[config.mk]
export PLATFORM = sky130hd
export DESIGN_NAME = seg_display_port
export DESIGN_NICKNAME = d
export VERILOG_FILES = /design/src/rtl/seg_display_port.sv
export SDC_FILE = /design/constraint.sdc
export NUM_CORES = 1
export LEC_CHECK = 0
export CORE_MARGIN = 3
export CORE_UTILIZATION = 56
export DETAILED_ROUTE_END_ITERATION = 10
export MAX_ROUTING_LAYER = met4
export PLACE_DENSITY = 0.82
export SLEW_MARGIN = 25
export SYNTH_ARGS = -nofsm -noshare
export SYNTH_HDL_FRONTEND = slang
export SYNTH_SLANG_ARGS = --single-unit
export TNS_END_PERCENT = 20
[constraint.sdc]
create_clock -name CLK -period 2.9 [get_ports CLK]
set_clock_uncertainty 0.05 [all_clocks]
set_input_delay 0.29 -clock CLK [delete_from_list [all_inputs] [get_ports CLK]]
set_output_delay 0.29 -clock CLK [all_outputs]
set_load 0.01 [all_outputs]
[src/rtl/seg_display_port.sv]
// Four-digit hex display port on the MCU I/O bus: two-byte tear-free value
// capture plus multiplexed common-anode 7-segment scan with blanking.
module seg_display_port #(
  parameter logic [7:0] LO_ID        = 8'h81,
  parameter logic [7:0] HI_ID        = 8'h82,
  parameter logic [7:0] CTRL_ID      = 8'h83,
  parameter int         DIGIT_CYCLES = 50000,
  parameter int         BLANK_CYCLES = 500
) (
  input  logic       CLK,
  input  logic       RST_N,
  input  logic [7:0] PORT_ID,
  input  logic [7:0] OUT_PORT,
  input  logic       IO_STRB,
  output logic [7:0] SEGS,
  output logic [3:0] AN
);

  localparam int CNT_W = (DIGIT_CYCLES > 1) ? $clog2(DIGIT_CYCLES) : 1;
  localparam logic [CNT_W-1:0] CNT_LAST  = CNT_W'(DIGIT_CYCLES - 1);
  localparam logic [CNT_W-1:0] CNT_BLANK = CNT_W'(BLANK_CYCLES);

  logic [7:0]       shadow_hi;
  logic [15:0]      disp;
  logic [7:0]       ctrl;
  logic [CNT_W-1:0] slot_cnt;
  logic [1:0]       digit_idx;

  logic [3:0] nibble;
  logic [3:0] lz_blank;
  logic [6:0] glyph;
  logic       dp_on;
  logic [3:0] an_next;
  logic [7:0] segs_next;

  function automatic logic [6:0] hex_decode(input logic [3:0] n);
    logic [6:0] s;
    case (n)
      4'h0: s = 7'h40;
      4'h1: s = 7'h79;
      4'h2: s = 7'h24;
      4'h3: s = 7'h30;
      4'h4: s = 7'h19;
      4'h5: s = 7'h12;
      4'h6: s = 7'h02;
      4'h7: s = 7'h78;
      4'h8: s = 7'h00;
      4'h9: s = 7'h10;
      4'hA: s = 7'h08;
      4'hB: s = 7'h03;
      4'hC: s = 7'h46;
      4'hD: s = 7'h21;
      4'hE: s = 7'h06;
      default: s = 7'h0E;
    endcase
    return s;
  endfunction

  // The high byte waits in a shadow so the pair lands in disp in one edge.
  always_ff @(posedge CLK or negedge RST_N) begin
    if (!RST_N) begin
      shadow_hi <= 8'h00;
      disp      <= 16'h0000;
      ctrl      <= 8'h01;
    end else if (IO_STRB) begin
      if (PORT_ID == HI_ID)
        shadow_hi <= OUT_PORT;
      else if (PORT_ID == LO_ID)
        disp <= {shadow_hi, OUT_PORT};
      else if (PORT_ID == CTRL_ID)
        ctrl <= OUT_PORT;
    end
  end

  always_ff @(posedge CLK or negedge RST_N) begin
    if (!RST_N) begin
      slot_cnt  <= '0;
      digit_idx <= 2'd0;
    end else if (!ctrl[0]) begin
      slot_cnt  <= '0;
      digit_idx <= 2'd0;
    end else if (slot_cnt == CNT_LAST) begin
      slot_cnt  <= '0;
      digit_idx <= digit_idx + 2'd1;
    end else begin
      slot_cnt <= slot_cnt + 1'b1;
    end
  end

  // A digit is a leading zero only if it and every digit to its left are zero.
  always_comb begin
    lz_blank    = 4'b0000;
    lz_blank[3] = (disp[15:12] == 4'h0);
    lz_blank[2] = lz_blank[3] && (disp[11:8] == 4'h0);
    lz_blank[1] = lz_blank[2] && (disp[7:4] == 4'h0);

    case (digit_idx)
      2'd0:    nibble = disp[3:0];
      2'd1:    nibble = disp[7:4];
      2'd2:    nibble = disp[11:8];
      default: nibble = disp[15:12];
    endcase

    dp_on = ctrl[4 + digit_idx];
    glyph = (ctrl[1] && lz_blank[digit_idx]) ? 7'h7F : hex_decode(nibble);

    an_next   = 4'hF;
    segs_next = 8'hFF;
    if (ctrl[0] && (slot_cnt >= CNT_BLANK)) begin
      an_next[digit_idx] = 1'b0;
      segs_next          = {~dp_on, glyph};
    end
  end

  always_ff @(posedge CLK or negedge RST_N) begin
    if (!RST_N) begin
      AN   <= 4'hF;
      SEGS <= 8'hFF;
    end else begin
      AN   <= an_next;
      SEGS <= segs_next;
    end
  end

endmodule

==> results of run 1 <==
## sequential cells by signal, indices dropped and copies added, names as in the netlist
signal	cells
shadow_hi	8
slot_cnt	16
digit_idx	2
ctrl	6
SEGS	8
AN	4
disp	16
## final timing paths
check | start | end | slack (ps) | cells after the start
min reg2reg | shadow_hi[4]$_DFFE_PN0P_ | disp[12]$_DFFE_PN0P_ | 430 | 2
max | digit_idx[0]$_DFFE_PN0P_ | SEGS[5]$_DFF_PN1_ | 390 | 11
max in group asynchronous | RST_N | disp[1]$_DFFE_PN0P_ | 1750 | 3
min in group asynchronous | RST_N | slot_cnt[8]$_DFF_PN0_ | 440 | 2
min | shadow_hi[4]$_DFFE_PN0P_ | disp[12]$_DFFE_PN0P_ | 430 | 2
max reg2reg | digit_idx[0]$_DFFE_PN0P_ | SEGS[5]$_DFF_PN1_ | 390 | 11
## through the flow
step / setup WS, ps / cells
6_report: 392 / 354
5_1_grt: 88.2 / 354
4_1_cts: 406 / 353
3_5_place_dp: 423 / 337
3_3_place_gp: 533 / 337
2_1_floorplan: 675 / 242
## worst max-delay path: stages, from the launching register on
cell	delay, ps
dfrtp_1	500
inv_1	110
ha_1	270
a222oi_1	340
nand2_1	80
o21ai_0	200
inv_1	180
ha_1	240
inv_1	90
nor2_1	50
a21oi_1	150
o221ai_1	140
## cells in the mapped netlist (all sizes together), types with 3 or more instances
cell type and n:
nor4 6, a222oi 4, o21ai 10, ha 13
xnor2 6, dfrtp 47, xor2 9, and3 3
and2 4, nor3 4, inv 12, o211ai 4
mux2i 5, nand3 11, a21oi 3, dfstp 13
buf 4, mux2 29, o221ai 3, nor2 20
nand2 20
## cell families after synthesis
| kind of cell | count (synthesis) | synth area share (%) |
|---|---|---|
| AO/OA/AOI/OAI | 26 | 6.56 |
| XOR/XNOR | 15 | 4.53 |
| adder cells (fa/ha/maj) | 13 | 5.61 |
| buffers and inverters | 17 | 3.41 |
| flip-flops | 60 | 52.4 |
| multiplexers | 35 | 14.4 |
| AND/OR/NAND/NOR | 76 | 13.1 |
## power by group through the flow
stage                     registers (mW)  clock network (mW)  logic (mW)
final                              0.872               0.870       0.100
after global routing               0.873               0.930       0.114
after CTS                          0.871               0.885       0.101
after detailed placement           0.886                   0       0.100
after global placement             0.885                   0      0.0972
after floorplan                    0.881                   0      0.0478
## metal layers
layer,GRT usage (%),part of all wire [%],up-vias
met5,-,0,-
met2,31.9,50,49
met1,24.9,44,946
li1,-,-,932
met3,3.94,4.0,12
met4,11.0,2.4,0
## repair_timing
| item | 4_1_cts | 5_1_grt |
|---|---|---|
| setup buffers | 0 | 0 |
| resized for setup | 0 | 0 |
| endpoints found under the hold margin | 0 | 33 |
| hold buffers | 0 | 1 |
## final cells by class
cell class,instances,area share (%)
Inverter,13,1.40
Tap cell,67,2.40
Sequential cell,60,43.5
Clock buffer,12,4.73
Timing Repair Buffer,33,9.25
Clock inverter,4,2.01
Multi-Input combinational cell,165,36.7
==> results summary, run 1 <==
The run finished with clean final reports. The number of detailed-route iterations in the first pass came out at 8. The data arrival at the endpoint of the critical path came out at approximately 2700 ps. Max-cap violations in this run came to 0. The number of global-route vias before repair is about 2k. In this run the power spent charging and discharging nets is roughly 380 uW. After detailed routing, the number of remaining DRC violations is 0. The DRC violation total after the first TritonRoute iteration came out at roughly 120. The clock power share is a little under half. The internal power component is around 1.5 mW. The power density of the placed cells is 528 nW/um^2. After routing the design area is approximately 3500 sq um. The overall power after layout came out at 1.84 mW. For the pin with the worst max-slew slack, the measured transition is around 900 ps.

The top flip-flop cell by instance count after synthesis is dfrtp_1. The biggest area contributor in the post-synthesis netlist is dfrtp_1. The critical path is of the flop to flop type.

The TritonCTS buffer count is 9. In this run, synthesis inferred 0 flip-flops with an integrated enable. The share of total power in sequential cells is a little under half. Of the total power, the share spent switching nets is between 20% and 30%.

The combined global-route utilization of all metal layers came out at 20.3%. After layout, the minimum clock period comes to approximately 2500 ps. The path class of the tightest hold or removal check is flop to flop. After detailed routing, the total wire length is 5220 um. The share of the clock period used by the worst path after layout is around 86%.

The share of flip-flops with an asynchronous set or reset after synthesis came out at 100%. The number of fill cells came out at approximately 360. The CTS tree is built. The remaining max-slew budget at the tightest pin came out at between 30% and 40%. Sorting the synthesized cells by area gives the leading types as dfrtp_1 41%, dfstp_2 12%, mux2_2 9.3%. The number of warnings printed during yosys synthesis is 0. In the routed layout, each cell is associated on average with a via count of between 5 and 6. The standard cell core area came out at 4850 sq um. The total vias in the final route is between 1.5k and 2k.

The top cell type by area accounts for 40.6% of the synthesized area. The hold slack is approximately 430 ps. The number of rows created at floorplan is 25. In the final layout, the multi-input gates occupy about 1300 sq um.

In the final routed layout, each cell accounts on average for roughly 15 um. The worst setup path is launched from a flop. The hold violation count in the final report is 0. The repair_antennas step left the layout with diodes totalling 0. The synthesized netlist net count came out at ~270. In the final timing run, aggregate negative setup slack is 0 ps.

The register area is ~1500 sq um. Each instance of the synthesized netlist takes up on average between 10 and 15 sq um. CTS saw 60 sinks. The first-pass GRT wire length came out at approximately 9000 um. The number of primary I/O pins is 31. The die covers 6070 sq um. The share of synthesized area occupied by flip-flops and latches is approximately 52%.

The element type at the critical path end is a flop. The count of antenna-violating nets left after detailed routing is 0. The number of antenna violations at the first check in global routing was 0.

The top fanout value on the critical path came out at 8. The worst-case vdd ir drop is between 0.0004 and 0.0005 V. Combinational logic is responsible for 5.4% of the overall power. The global route total overflow came out at 0. The number of instances in the synthesized netlist came out at about 240. The static power due to leakage came out at ~1.6 nW.

The vertical extent of the die came out at 77.9 um. The total half-perimeter wirelength after legalization and detailed placement came out at between 3000 and 4000 um. The flip-flop and latch count after synthesis came out at 60. The library cell used as clock root buffer is clkbuf_8. The starting utilization of the core area came out at approximately three fifths. The deepest level of the CTS H-tree is 3. Compared with the post-synthesis result, the final layout area differs by 20.4%. The count of pins over their slew limit is 0.

The post-place instance area came out at between 3000 and 4000 sq um. In the layout the commonest cells are 47 x dfrtp_1, 29 x clkdlybuf4s50_1, 24 x mux2_2. The cell area that synthesis handed to floorplanning was between 2000 and 3000 sq um.

The data required time at the worst endpoint came out at slightly above 3000 ps. The number of failing setup endpoints in the final timing report came out at 0. The die outline width came out at around 78 um. The maximum clock frequency came out at about 400 MHz.

The maximum clock path buffer count is 2. The clock-pin transition on the worst setup and hold timing paths is about 70 ps. The placer's final routability congestion estimate came out at roughly 0.84.

The post-route core utilization is 72.0%. Cells with a size suffix above 1 make up between 20% and 30% of the layout. The count of cell types in the netlist is 36.

Setup repair after global routing left no endpoint under its margin. The count of buffers from port buffering is 30. For the worst-skew pair, the clock arrives at the later sink with an insertion delay of approximately 340 ps. For this run, the post-layout net count is between 300 and 400. The maximum number of pins on one net before global-route repair is 48. Leaving out fill and tap cells, the most frequent cell in the layout is dfrtp_1.
Note: power is estimated with default switching activity, not from simulation.
==> run 2: changes to the inputs <==
--- a/config.mk
+++ b/config.mk
@@ -7,6 +7,7 @@
 export LEC_CHECK = 0
 export CORE_MARGIN = 3
 export CORE_UTILIZATION = 56
+export CTS_BUF_LIST = sky130_fd_sc_hd__clkbuf_16
 export DETAILED_ROUTE_END_ITERATION = 10
 export MAX_ROUTING_LAYER = met4
 export PLACE_DENSITY = 0.82
==> run 2 against run 1 <==
First-iteration DRC count fell by 6.5%. Combinational power barely moved. Via count rose by 1.3%. Final cell count did not move. Critical path depth did not move. Utilization rose by 1.5 points. Clock power rose by 25%. Largest power group is now clock. Highest routed layer unchanged.
==> results summary, run 2 (same netlist as run 1, synthesis figures left out) <==
The clock sink count came out at 60 (unchanged). The path type of the worst setup path is flop to flop (unchanged). The detailed-route wire length is 5400 um (was 5220 um). The met2 wire length came out at 2650 um (was 2590 um).

The data arrival at the endpoint of the critical path came to 2720 ps (was 2700 ps). The total vias in the final route is 1964 (was 1939). The remaining max-slew budget at the tightest pin came out at 35.3% (was 38.2%). The power density of the placed cells is 580 nW/um^2 (was 528 nW/um^2).

The static power due to leakage came out at 1.60 nW (was 1.57 nW). The count of pins over their slew limit is 0 (unchanged). The worst setup slack before clock tree synthesis is 423 ps (unchanged).

The placer's final routability congestion estimate was 0.840 (unchanged). The library cell used as clock root buffer is clkbuf_16 (was clkbuf_8). The clock-pin transition on the worst setup and hold timing paths is 50 ps (was 70 ps). The highest metal layer with signal wires was met4 (unchanged). The number of antenna repair diodes came out at 0 (unchanged). The slack of the worst reg-to-reg path was 360 ps (was 390 ps). The total half-perimeter wirelength after legalization and detailed placement came out at 3800 um (unchanged). The standard cell core area is 4850 sq um (unchanged). The insertion delay to the later sink of the worst-skew pair came out at 320 ps (was 340 ps). The global route total overflow was 0 (unchanged).

The number of cells on the worst reg-to-reg path came out at 11 (unchanged). The element type at the critical path start is a flop (unchanged). The terminus of the critical flop-to-flop path is SEGS[5]$_DFF_PN1_ (unchanged). The combined global-route utilization of all metal layers came out at 20.9% (was 20.3%). The die outline width came out at 77.9 um (unchanged). The number of post-CTS setup repair buffers came out at 0 (unchanged). The number of rows created at floorplan came to 25 (unchanged). The startpoint of the most critical hold path is shadow_hi[7]$_DFFE_PN0P_ (was shadow_hi[4]$_DFFE_PN0P_). The layout overhead on the synthesized area came out at 22.9% (was 20.4%). The mean routed wirelength per cell is 15.2 um (was 14.7 um). Commonest non-fill, non-tap cells in the layout: 47 x dfrtp_1, 29 x clkdlybuf4s50_1, 24 x mux2_2 (unchanged). The element type at the critical path end is a flop (unchanged).

The class of the tightest hold or removal check was flop to flop (unchanged). The clock period minus worst slack is 2540 ps (was 2510 ps). The worst hold path endpoint is disp[15]$_DFFE_PN0P_ (was disp[12]$_DFFE_PN0P_). The routed length on met3 came to 273 um (was 208 um). The vertical extent of the die is 77.9 um (unchanged). The number of global-route vias before repair is 2006 (was 1978). The number of fill cells is 350 (was 362). The reported max-cap violation count is 0 (unchanged). The total DRC errors in the routed layout is 0 (unchanged). The CTS tree was built (unchanged). The register area is 1520 sq um (unchanged).

The number of detailed-route iterations in the first pass came out at 5 (was 8). The die outline area came out at 6070 sq um (unchanged). The mean number of vias per cell came out at 5.55 (was 5.48).

The first-pass GRT wire length came out at 9460 um (was 9260 um). The data required time at the worst endpoint came out at 3080 ps (was 3100 ps). The fraction of final layout cells with drive strength greater than 1 came out at 21.6% (was 22.6%). The slack of the critical path was 360 ps (was 392 ps). The number of primary I/O pins came out at 31 (unchanged). The count of buffers from port buffering came out at 30 (unchanged). The number of failing setup endpoints in the final timing report came out at 0 (unchanged). The TritonCTS buffer count is 9 (unchanged). The number of stages on the worst hold path was 2 (unchanged).

The summed negative setup slack over all endpoints was 0 ps (unchanged). The hold violation count in the final report is 0 (unchanged). The overall power after layout came to 2.06 mW (was 1.84 mW).

The maximum clock path buffer count came out at 2 (unchanged). The count of antenna-violating nets left after detailed routing is 0 (unchanged). The maximum number of pins on one net before global-route repair is 48 (unchanged). The net count of the finished layout was 314 (unchanged).

The most frequent standard cell in the layout excluding fill and tap cells is dfrtp_1 (unchanged). The worst-case vdd ir drop is 0.000529 V (was 0.000418 V). The share of the clock period used by the worst path after layout came out at 87.6% (was 86.5%). RSZ-0062 raised after global routing: false (unchanged). The deepest level of the CTS H-tree came out at 3 (unchanged). The startpoint of the worst-slack reg-to-reg timing path is digit_idx[0]$_DFFE_PN0P_ (unchanged). Outcome: complete, no violations (unchanged).

The pin slew with the least headroom to its limit is 943 ps (was 901 ps). The DRC violation total after the first TritonRoute iteration came out at 115 (was 123). Regs by FF count: disp: 16 flops, slot_cnt: 16 flops (unchanged).

The maximum clock frequency is 394 MHz (was 399 MHz). The area occupied by multi-input gates came out at 1280 sq um (unchanged). The detailed-routing wirelength on met1 came out at 2340 um (was 2300 um).

The number of antenna violations at the first check in global routing was 0 (unchanged). The starting utilization of the core area is 59.8% (unchanged). The top fanout value on the critical path is 8 (unchanged).
-- run 2: worst max path at each step --
| stage | to | start | slack, ps |
|---|---|---|---|
| final | SEGS[5]$_DFF_PN1_ | digit_idx[0]$_DFFE_PN0P_ | 360 |
| after global placement | SEGS[3]$_DFF_PN1_ | digit_idx[0]$_DFFE_PN0P_ | 530 |
| after floorplan | SEGS[6]$_DFF_PN1_ | digit_idx[0]$_DFFE_PN0P_ | 680 |
| after CTS | SEGS[3]$_DFF_PN1_ | digit_idx[0]$_DFFE_PN0P_ | 370 |
| after global routing | SEGS[0]$_DFF_PN1_ | digit_idx[0]$_DFFE_PN0P_ | 80 |
| after detailed placement | SEGS[5]$_DFF_PN1_ | digit_idx[0]$_DFFE_PN0P_ | 420 |
-- run 2: critical path, stage by stage, from the launching register on --
cell and delay, ps:
dfrtp_1 510, inv_1 110, ha_1 280, a222oi_1 340, nand2_1 90, o21ai_0 200, inv_1 180, ha_1 240
inv_1 100, nor2_1 50, a21oi_1 150, o221ai_1 140
-- run 2: cell type report --
cell class | instances | area share (%)
sequential | 60 | 42.6
multi-input combinational | 165 | 36.0
timing repair buffer | 33 | 9.07
clock buffer | 9 | 6.32
tap | 67 | 2.35
clock inverter | 7 | 2.28
inverter | 13 | 1.37
-- run 2: routing by layer --
| metal | GRT usage (%) | vias up |
|---|---|---|
| met4 | 12.1 | 0 |
| li1 | - | 941 |
| met2 | 32.7 | 60 |
| met1 | 25.1 | 949 |
| met3 | 4.41 | 14 |
| met5 | - | - |
-- run 2: per-stage QoR --
stage	hold WS, ps	std cells	util [%]	area (sq um)
finish	450	354	73.4	3560
global route	466	354	73.4	3560
CTS	117	353	73.2	3550
detailed placement	431	337	66.9	3240
global placement	424	337	66.9	3240
floorplan	-55.6	242	-	2900
-- run 2: power by group --
group / total [mW] / internal, mW / switching (mW)
Combinational: 0.101 / 0.0499 / 0.0510
Sequential: 0.874 / 0.859 / 0.0146
Clock: 1.09 / 0.738 / 0.351
Total: 2.06 / 1.65 / 0.417
-- run 2: timing repair --
item                                    in CTS  in global routing
hold endpoints to repair                     0                 33
resized for setup                            0                  0
endpoints found under the setup margin       0                  0
hold buffers                                 0                  1
==> run 3: changes to the inputs <==
--- a/config.mk
+++ b/config.mk
@@ -5,8 +5,10 @@
 export SDC_FILE = /design/constraint.sdc
 export NUM_CORES = 1
 export LEC_CHECK = 0
+export CELL_PAD_IN_SITES_DETAIL_PLACEMENT = 0
+export CELL_PAD_IN_SITES_GLOBAL_PLACEMENT = 1
 export CORE_MARGIN = 3
-export CORE_UTILIZATION = 56
+export CORE_UTILIZATION = 45
 export CTS_BUF_LIST = sky130_fd_sc_hd__clkbuf_16
 export DETAILED_ROUTE_END_ITERATION = 10
 export MAX_ROUTING_LAYER = met4
==> run 3 against run 2 <==
Worst setup slack better by 51 ps. Final area is 0.84% higher. Highest routed layer unchanged. Total power is 1.3% higher.
==> results summary, run 3 (same netlist as run 1, synthesis figures left out) <==
Outcome: complete, no violations (unchanged). The number of fill cells is 524 (was 350). The static power due to leakage came out at 1.60 nW (about the same). The top fanout value on the critical path is 8 (unchanged). The overall power after layout is 2.09 mW (was 2.06 mW). The fraction of final layout cells with drive strength greater than 1 came to 22.6% (was 21.6%). The total DRC errors in the routed layout was 0 (unchanged). The maximum clock path buffer count came to 2 (unchanged). The maximum number of pins on one net before global-route repair came out at 32 (was 48). The remaining max-slew budget at the tightest pin came out at 36.8% (was 35.3%). The power density of the placed cells came to 582 nW/um^2 (was 580 nW/um^2).

The detailed-route wire length came out at 5290 um (was 5400 um). The share of total power in sequential cells came out at 41.7% (was 42.3%). The deepest level of the CTS H-tree is 3 (unchanged). The number of stages on the worst hold path is 2 (unchanged). The global route total overflow is 0 (unchanged). The worst-case vdd ir drop is 0.000409 V (was 0.000529 V). The number of antenna violations at the first check in global routing is 0 (unchanged). The class of the tightest hold or removal check is flop to flop (unchanged). The detailed-routing wirelength on met1 is 2460 um (was 2340 um). The vertical extent of the die is 86.2 um (was 77.9 um).

The clock-pin transition on the worst setup and hold timing paths came out at 50 ps (about the same). The number of failing setup endpoints in the final timing report is 0 (unchanged). The number of cells on the worst reg-to-reg path was 11 (unchanged). The first-pass GRT wire length came out at 9020 um (was 9460 um).

The net switching fraction of the power came out at 20.8% (was 20.2%). The data required time at the worst endpoint is 3080 ps (about the same). The element type at the critical path end is a flop (unchanged).

The clock sink count came out at 60 (unchanged). The switching power summed over all nets came out at 434 uW (was 417 uW). The register area came to 1520 sq um (unchanged).

The clock period minus worst slack came out at 2490 ps (was 2540 ps). The number of primary I/O pins came out at 31 (unchanged). The count of pins over their slew limit is 0 (unchanged). The most frequent standard cell in the layout excluding fill and tap cells is dfrtp_1 (unchanged). Commonest non-fill, non-tap cells in the layout: 47 x dfrtp_1, 29 x clkdlybuf4s50_1, 24 x mux2_2 (unchanged).

The logic gate share of total power is 4.8% (was 4.9%). The placer's final routability congestion estimate came out at 0.815 (was 0.840). The insertion delay to the later sink of the worst-skew pair is 320 ps (about the same). The number of detailed-route iterations in the first pass came out at 4 (was 5). Regs by FF count: disp: 16 flops, slot_cnt: 16 flops (unchanged).

The count of antenna-violating nets left after detailed routing came out at 0 (unchanged). The combined global-route utilization of all metal layers came out at 16.2% (was 20.9%). The met2 wire length came out at 2460 um (was 2650 um). The area occupied by multi-input gates came out at 1280 sq um (unchanged).

The data arrival at the endpoint of the critical path came out at 2670 ps (was 2720 ps). The maximum clock frequency was 402 MHz (was 394 MHz). The total vias in the final route is 1927 (was 1964). The number of antenna repair diodes is 0 (unchanged). The highest metal layer with signal wires is met4 (unchanged).

The reported max-cap violation count came out at 0 (unchanged). The starting utilization of the core area came to 47.8% (was 59.8%). RSZ-0062 raised after global routing: false (unchanged). The net count of the finished layout came out at 314 (unchanged). The layout overhead on the synthesized area is 23.9% (was 22.9%).

The hold violation count in the final report is 0 (unchanged). The post-route core utilization is 59.2% (was 73.4%). The number of rows created at floorplan is 28 (was 25). The TritonCTS buffer count came to 9 (unchanged). The pin slew with the least headroom to its limit came to 922 ps (was 943 ps). The CTS tree is built (unchanged). The hold slack is 438 ps (was 450 ps).

The library cell used as clock root buffer is clkbuf_16 (unchanged). The internal power component is 1.66 mW (was 1.65 mW). The DRC violation total after the first TritonRoute iteration is 119 (was 115). The count of buffers from port buffering is 30 (unchanged). The slack of the worst reg-to-reg path is 410 ps (was 360 ps).

The routed length on met3 is 280 um (was 273 um). The number of global-route vias before repair came to 1900 (was 2006). The element type at the critical path start is a flop (unchanged). The clock power share is 53.5% (was 52.8%). The mean routed wirelength per cell came out at 14.6 um (was 15.2 um). The path type of the worst setup path is flop to flop (unchanged). The die outline area was 7440 sq um (was 6070 sq um). The summed negative setup slack over all endpoints came out at 0 ps (unchanged). The die outline width came out at 86.2 um (was 77.9 um).

The total half-perimeter wirelength after legalization and detailed placement came out at 3850 um (was 3800 um). The share of the clock period used by the worst path after layout is 85.8% (was 87.6%). The mean number of vias per cell came to 5.32 (was 5.55). The standard cell core area came to 6060 sq um (was 4850 sq um).
[run 3: changes by cell type in the layout (fill, tap and decap cells not counted)]
cell / change
clkinvlp_4: +1
buf_2: +1
buf_4: -2
clkinv_2: +1
buf_12: +1
clkinv_4: +1
clkinv_1: -3
[run 3: power groups by stage]
stage | registers [mW] | logic, mW | clock network, mW
after floorplan | 0.881 | 0.0478 | 0
after global placement | 0.885 | 0.101 | 0
after detailed placement | 0.885 | 0.102 | 0
after CTS | 0.871 | 0.103 | 1.14
after global routing | 0.874 | 0.114 | 1.18
final | 0.872 | 0.101 | 1.12
[run 3: worst paths after layout]
kind | from | to
max reg2reg | digit_idx[0]$_DFFE_PN0P_ | SEGS[3]$_DFF_PN1_
max | digit_idx[0]$_DFFE_PN0P_ | SEGS[3]$_DFF_PN1_
min in group asynchronous | RST_N | slot_cnt[10]$_DFF_PN0_
max in group asynchronous | RST_N | SEGS[5]$_DFF_PN1_
min | shadow_hi[7]$_DFFE_PN0P_ | disp[15]$_DFFE_PN0P_
min reg2reg | shadow_hi[7]$_DFFE_PN0P_ | disp[15]$_DFFE_PN0P_
[run 3: layer usage]
metal	vias up	global-route usage [%]
met5	-	-
met4	0	7.65
met3	10	3.99
met2	49	24.2
met1	935	20.9
li1	933	-
[run 3: what timing repair did]
| action | 4_1_cts | 5_1_grt |
|---|---|---|
| setup buffers | 0 | 0 |
| hold endpoints to repair | 23 | 0 |
| resized for setup | 0 | 0 |
| hold buffers | 1 | 0 |
[run 3: final cells by class]
cell class / instances / share of cell area, %
Inverter: 13 / 1.36
Clock buffer: 9 / 6.27
Multi-Input combinational cell: 165 / 35.7
Tap cell: 75 / 2.61
Sequential cell: 60 / 42.3
Clock inverter: 7 / 2.54
Timing Repair Buffer: 33 / 9.27
[run 3: per-stage QoR]
stage               setup WS (ps)  std cells  area [sq um]
CTS                           427        362          3590
floorplan                     675        242          2900
global route                 92.9        362          3590
detailed placement            432        345          3260
global placement              526        345          3260
finish                        411        362          3590
[run 3: worst max-delay path, stage by stage (launching register included)]
cell	delay (ps)
dfrtp_1	500
inv_1	110
ha_1	270
a222oi_1	320
nand2_1	80
o21ai_0	210
inv_1	180
ha_1	240
inv_1	90
o21ai_0	80
a21oi_1	160
o21ai_0	110
